$ cat src/rtl/dmem_arbiter.sv
// Data-memory port arbiter: the CPU always wins, and one secondary master is served when the CPU is idle.
// Optional secondary write protection below PROT_BASE is enabled by defining DMEM_ARB_WPROT_EN.
module dmem_arbiter #(
  parameter int unsigned STARVE_MAX = 255,
  parameter logic [15:0] PROT_BASE  = 16'h0400
) (
  input  logic        clk,
  input  logic        rst_n,
  input  logic [15:0] cpu_daddr,
  input  logic        cpu_en,
  input  logic        cpu_wr,
  input  logic [15:0] cpu_wdata,
  output logic [15:0] cpu_rdata,
  input  logic        dma_req,
  output logic        dma_ready,
  input  logic [15:0] dma_addr,
  input  logic        dma_wr,
  input  logic [15:0] dma_wdata,
  output logic [15:0] dma_rdata,
  output logic        dma_rvalid,
  output logic        dma_wdone,
  output logic        dma_starved,
  output logic        dma_err,
  output logic [15:0] mem_addr,
  output logic        mem_en,
  output logic        mem_wr,
  output logic [15:0] mem_wdata,
  input  logic [15:0] mem_rdata
);

  typedef enum logic [1:0] {StIdle, StPend, StResp} state_e;

`ifdef DMEM_ARB_WPROT_EN
  localparam bit WprotEn = 1'b1;
`else
  localparam bit WprotEn = 1'b0;
`endif

  localparam logic [7:0] StarveMax = 8'(STARVE_MAX);

  state_e      state_q, state_d;
  logic [15:0] hold_addr_q, hold_addr_d;
  logic [15:0] hold_wdata_q, hold_wdata_d;
  logic        hold_wr_q, hold_wr_d;
  logic [15:0] rdata_q, rdata_d;
  logic [7:0]  starve_q, starve_d;
  logic        err_q, err_d;
  logic        blocked;

  // A protected write is retired without ever touching memory.
  assign blocked = WprotEn && hold_wr_q && (hold_addr_q < PROT_BASE);

  assign cpu_rdata   = mem_rdata;
  assign dma_rdata   = rdata_q;
  assign dma_starved = (starve_q == StarveMax);
  assign dma_err     = err_q;

  always_comb begin
    state_d      = state_q;
    hold_addr_d  = hold_addr_q;
    hold_wdata_d = hold_wdata_q;
    hold_wr_d    = hold_wr_q;
    rdata_d      = rdata_q;
    starve_d     = starve_q;
    err_d        = err_q;
    mem_en       = 1'b0;
    mem_wr       = 1'b0;
    mem_addr     = 16'h0000;
    mem_wdata    = 16'h0000;
    dma_ready    = 1'b0;
    dma_rvalid   = 1'b0;
    dma_wdone    = 1'b0;

    if (cpu_en) begin
      mem_en    = 1'b1;
      mem_wr    = cpu_wr;
      mem_addr  = cpu_daddr;
      mem_wdata = cpu_wdata;
    end

    unique case (state_q)
      StIdle: begin
        dma_ready = 1'b1;
        if (dma_req) begin
          hold_addr_d  = dma_addr;
          hold_wdata_d = dma_wdata;
          hold_wr_d    = dma_wr;
          state_d      = StPend;
        end
      end
      StPend: begin
        if (blocked) begin
          err_d    = 1'b1;
          starve_d = 8'd0;
          state_d  = StResp;
        end else if (!cpu_en) begin
          mem_en    = 1'b1;
          mem_wr    = hold_wr_q;
          mem_addr  = hold_addr_q;
          mem_wdata = hold_wdata_q;
          if (!hold_wr_q) rdata_d = mem_rdata;
          starve_d  = 8'd0;
          state_d   = StResp;
        end else if (starve_q != StarveMax) begin
          starve_d = starve_q + 8'd1;
        end
      end
      StResp: begin
        dma_rvalid = !hold_wr_q;
        dma_wdone  = hold_wr_q;
        state_d    = StIdle;
      end
      default: state_d = StIdle;
    endcase
  end

  always_ff @(posedge clk or negedge rst_n) begin
    if (!rst_n) begin
      state_q      <= StIdle;
      hold_addr_q  <= 16'h0000;
      hold_wdata_q <= 16'h0000;
      hold_wr_q    <= 1'b0;
      rdata_q      <= 16'h0000;
      starve_q     <= 8'd0;
      err_q        <= 1'b0;
    end else begin
      state_q      <= state_d;
      hold_addr_q  <= hold_addr_d;
      hold_wdata_q <= hold_wdata_d;
      hold_wr_q    <= hold_wr_d;
      rdata_q      <= rdata_d;
      starve_q     <= starve_d;
      err_q        <= err_d;
    end
  end

endmodule
$ cat config.mk
export PLATFORM = sky130hd
export DESIGN_NAME = dmem_arbiter
export DESIGN_NICKNAME = d
export VERILOG_FILES = /design/src/rtl/dmem_arbiter.sv
export SDC_FILE = /design/constraint.sdc
export NUM_CORES = 1
export LEC_CHECK = 0
export ABC_AREA = 1
export CAP_MARGIN = 40
export CORE_ASPECT_RATIO = 1.1
export CORE_MARGIN = 4
export CORE_UTILIZATION = 44
export CTS_BUF_LIST = sky130_fd_sc_hd__clkbuf_4
export CTS_CLUSTER_SIZE = 28
export DETAILED_ROUTE_END_ITERATION = 8
export GPL_TIMING_DRIVEN = 0
export HOLD_SLACK_MARGIN = 0.05
export PLACE_DENSITY_LB_ADDON = 0.25
export SKIP_LAST_GASP = 1
export SLEW_MARGIN = 20
export SYNTH_ARGS = -nofsm -noshare
export SYNTH_HDL_FRONTEND = slang
export SYNTH_SLANG_ARGS = --single-unit
$ cat constraint.sdc
create_clock -name clk -period 3.1 [get_ports clk]
set_input_delay 0.465 -clock clk [delete_from_list [all_inputs] [get_ports clk]]
set_output_delay 0.465 -clock clk [all_outputs]
set_load 0.02 [all_outputs]
==> summary.md <==
| Metric | Value |
|---|---|
| DR vias | `2727` |
| Ratio of cells with drive above 1 in the final layout | `0.2013` |
| IO Port Bufs | `about 160` |
| Core area | `~0.0066 mm²` |
| Internal | `2241 µW` |
| Reg clk slew, reported paths | `approximately 0.09 ns` |
| Multiplexer share of the synthesized area | `0.1165` |
| Routability Congestion | `0.8626` |
| P_sw | `~1200 µW` |
| Final Hold Vio Count | `0` |
| Leakage | `approximately 0.0022 µW` |
| Largest family of logic cells by synthesized area | `simple AND/OR/NAND/NOR gates` |
| Synth Area in Simple Gates | `0.1767` |
| Flop pwr share | `0.367` |
| Hold Worst Slack | `between 0.4 and 0.5 ns` |
| GRT Util Overall | `0.2178` |
| Mapped Cells | `between 200 and 300` |
| Register area share after synthesis | `0.4929` |
| GRT Residual Overflow | `0` |
| Initial core utilization | `0.4543` |
| TritonCTS clock tree | `built` |
| Clock group share of total power | `0.199` |
| Post-DP HPWL | `6801 µm` |
| Netlist cell types | `26` |
| Syn Nets | `376` |
| Drt drc | `0` |
| Critical path capture point type | `output pin` |
| Synthesized area | `between 0.002 and 0.003 mm²` |
| Total power | `around 3400 µW` |
| #FFs+latches synth | `59` |
| Worst setup SP type | `primary input` |
| Placed instance count | `about 530` |
| Comb power frac | `0.433` |
| WP data required | `2.63 ns` |
| Biggest area consumer among synthesized cells | `dfrtp_1` |
| Clock buffer count from CTS | `9` |
| Initial antenna violation count | `0` |
| Final period utilization | `0.9503` |
| Final-report max-slew violation count | `0` |
| First-pass GRT wire length | `~14000 µm` |
| Yosys warns | `0` |
| Post-DRT Antenna Nets | `0` |
| Post-layout min period | `about 3 ns` |
| Signal arrival time at the worst endpoint | `2.48 ns` |
| Setup Skew | `between 0.015 and 0.02 ns` |
| Area grow syn2layout | `61.95%` |
| Filler cells | `approximately 470` |
| Status | `finished, final reports clean` |
| RSZ-0062 raised after global routing | `false` |
| Vias in the first global route | `approximately 2800` |
| Drt total wl | `roughly 8600 µm` |
| Number of top-level pins | `157` |
| Max Fclk | `0.3395 GHz` |
| Site Rows | `31` |
| Final setup viols | `0` |
| Clk root buf | `clkbuf_4` |
| H-tree depth | `3` |
| Routed vias/inst | `5.013` |
| Maxcap violations | `0` |
| Initial DRC count | `114` |
| Synthesized area per cell | `around 10 µm²` |
| Number of buffers on the longest clock path | `2` |
| Switching share of power | `0.3441` |
| Crit path max fanout | `10` |
| Worst skew pair latency | `about 0.40 ns` |
| Worst slack, placed | `0.1447 ns` |
| Die Y | `94.54 µm` |
| Critical path class | `in2out` |
| PnR worst setup slack | `0.1541 ns` |
| Clock Sinks | `59` |
| Non-Filler Instances | `roughly 540` |
| Post-Synth XOR/XNOR Area | `0.002924` |
| Largest net degree at the start of global routing | `32` |
| Antenna Cells | `0` |
| Total Die Area | `roughly 0.0082 mm²` |
| # nets final | `544` |
| Top cells by area, synth | `dfrtp_1 (49%), mux2_2 (12%), a22o_1 (9.1%), nand2_1 (8.0%), buf_4 (4.3%)` |
| PwrDens | `704.4 mW/mm²` |
| Chip Width | `86.67 µm` |
| Hold Path Class | `reg2reg` |
| Drt pass-1 iters | `4` |
| Worst IR drop on VDD | `0.4388 mV` |
| Post-synthesis compound-gate area fraction | `0.1057` |
| Share of the synthesized area in the top cell type | `0.4929` |
| Synth Area in Adders | `0.004177` |
| WL/cell | `~16 µm` |
[routing by layer]
layer | GRT usage | share of wire | vias up
met5 | 0 | 0 | -
met4 | 0.08312 | 0.017 | 0
met3 | 0.09250 | 0.11 | 12
met2 | 0.3756 | 0.52 | 123
met1 | 0.2365 | 0.35 | 1285
li1 | - | - | 1307
[metrics by stage]
step | area (µm²) | utilization | setup TNS (ns)
after global placement | 4649 | 0.7051 | -20.21
after detailed placement | 4667 | 0.7078 | 0
final | 4851 | 0.7357 | 0
after CTS | 4851 | 0.7357 | 0
after floorplan | 2995 | - | 0
after global routing | 4851 | 0.7357 | 0
[cells in the mapped netlist, drive strengths merged]
| cell type | instances |
|---|---|
| nand3 | 26 |
| ha | 1 |
| nor2 | 14 |
| dfrtp | 59 |
| a22o | 31 |
| nand2 | 66 |
| mux2 | 31 |
| o21bai | 2 |
| xor2 | 1 |
| conb | 1 |
| nor3 | 3 |
| nand3b | 1 |
| inv | 15 |
| o21ai | 4 |
| clkbuf | 1 |
| a21oi | 2 |
| buf | 31 |
[path summary, 6_finish.rpt]
path	startpoint	end	slack, ns	cells past startpoint
setup reg to reg	starve_q[0]$_DFFE_PN0P_	starve_q[6]$_DFFE_PN0P_	1.55	8
min in group asynchronous	rst_n	hold_addr_q[12]$_DFFE_PN0P_	0.52	2
setup / recovery	cpu_en	mem_addr[10]	0.15	5
hold reg to reg	dma_rdata[11]$_DFFE_PN0P_	dma_rdata[11]$_DFFE_PN0P_	0.48	2
hold / removal	dma_rdata[11]$_DFFE_PN0P_	dma_rdata[11]$_DFFE_PN0P_	0.48	2
max in group asynchronous	rst_n	dma_rdata[8]$_DFFE_PN0P_	2.08	3
[layout by cell type (no fill, tap or decap), types with 9 or more instances in the layout]
cell type        netlist  routed
dfrtp_1               59      59
nand3_1               17      17
mux2_2                31      31
nor2_1                11      11
nand3_2                9       9
clkdlybuf4s50_1        0     154
nand2_1               64      64
inv_1                 13      13
a22o_1                31      31
buf_4                 17      18
clkbuf_4               0       9
[power by group through the flow]
stage	sequential, µW	clock, µW	combinational [µW]
after CTS	1260	699	1500
after global routing	1300	732	1600
after global placement	1250	0	1460
after detailed placement	1270	0	1490
final	1260	680	1480
after floorplan	1360	0	705
[flip-flops by register name (all words and copies together) (netlist names)]
signal,count
hold_addr_q,16
hold_wdata_q,16
dma_rdata,16
state_q,2
hold_wr_q,1
starve_q,8
[worst max-delay path, cell delays in order]
cell and delay [ns]:
clkdlybuf4s50_1 0.66, buf_2 0.29, buf_2 0.26, a22o_1 0.19, clkdlybuf4s50_1 0.61
[cell type report]
class	instances	area (µm²)	share of cell area
Timing Repair Buffer	157	1579	0.3255
Sequential cell	59	1476	0.3044
Multi-Input combinational cell	183	1220	0.2515
Buffer	32	242.7	0.05004
Clock inverter	7	106.4	0.02192
Tap cell	82	102.6	0.02115
Clock buffer	9	67.56	0.01393
Inverter	15	56.30	0.01161
[repair_timing]
| action | in CTS | in global routing |
|---|---|---|
| hold endpoints to repair | 28 | 0 |
| setup endpoints to repair | 0 | 0 |
| resized for setup | 0 | 0 |
| buffers inserted | 0 | 0 |
| hold buffers | 1 | 0 |
[cells by family after synthesis]
logic type / after synthesis
AOI/OAI and AO/OA: 39
buffers and inverters: 47
other: 1
adders and majority gates: 1
and+or+nand+nor: 110
xor gates and xnor gates: 1
muxes: 31
DFF: 59
No activity file was read; power rests on OpenSTA's default activity.
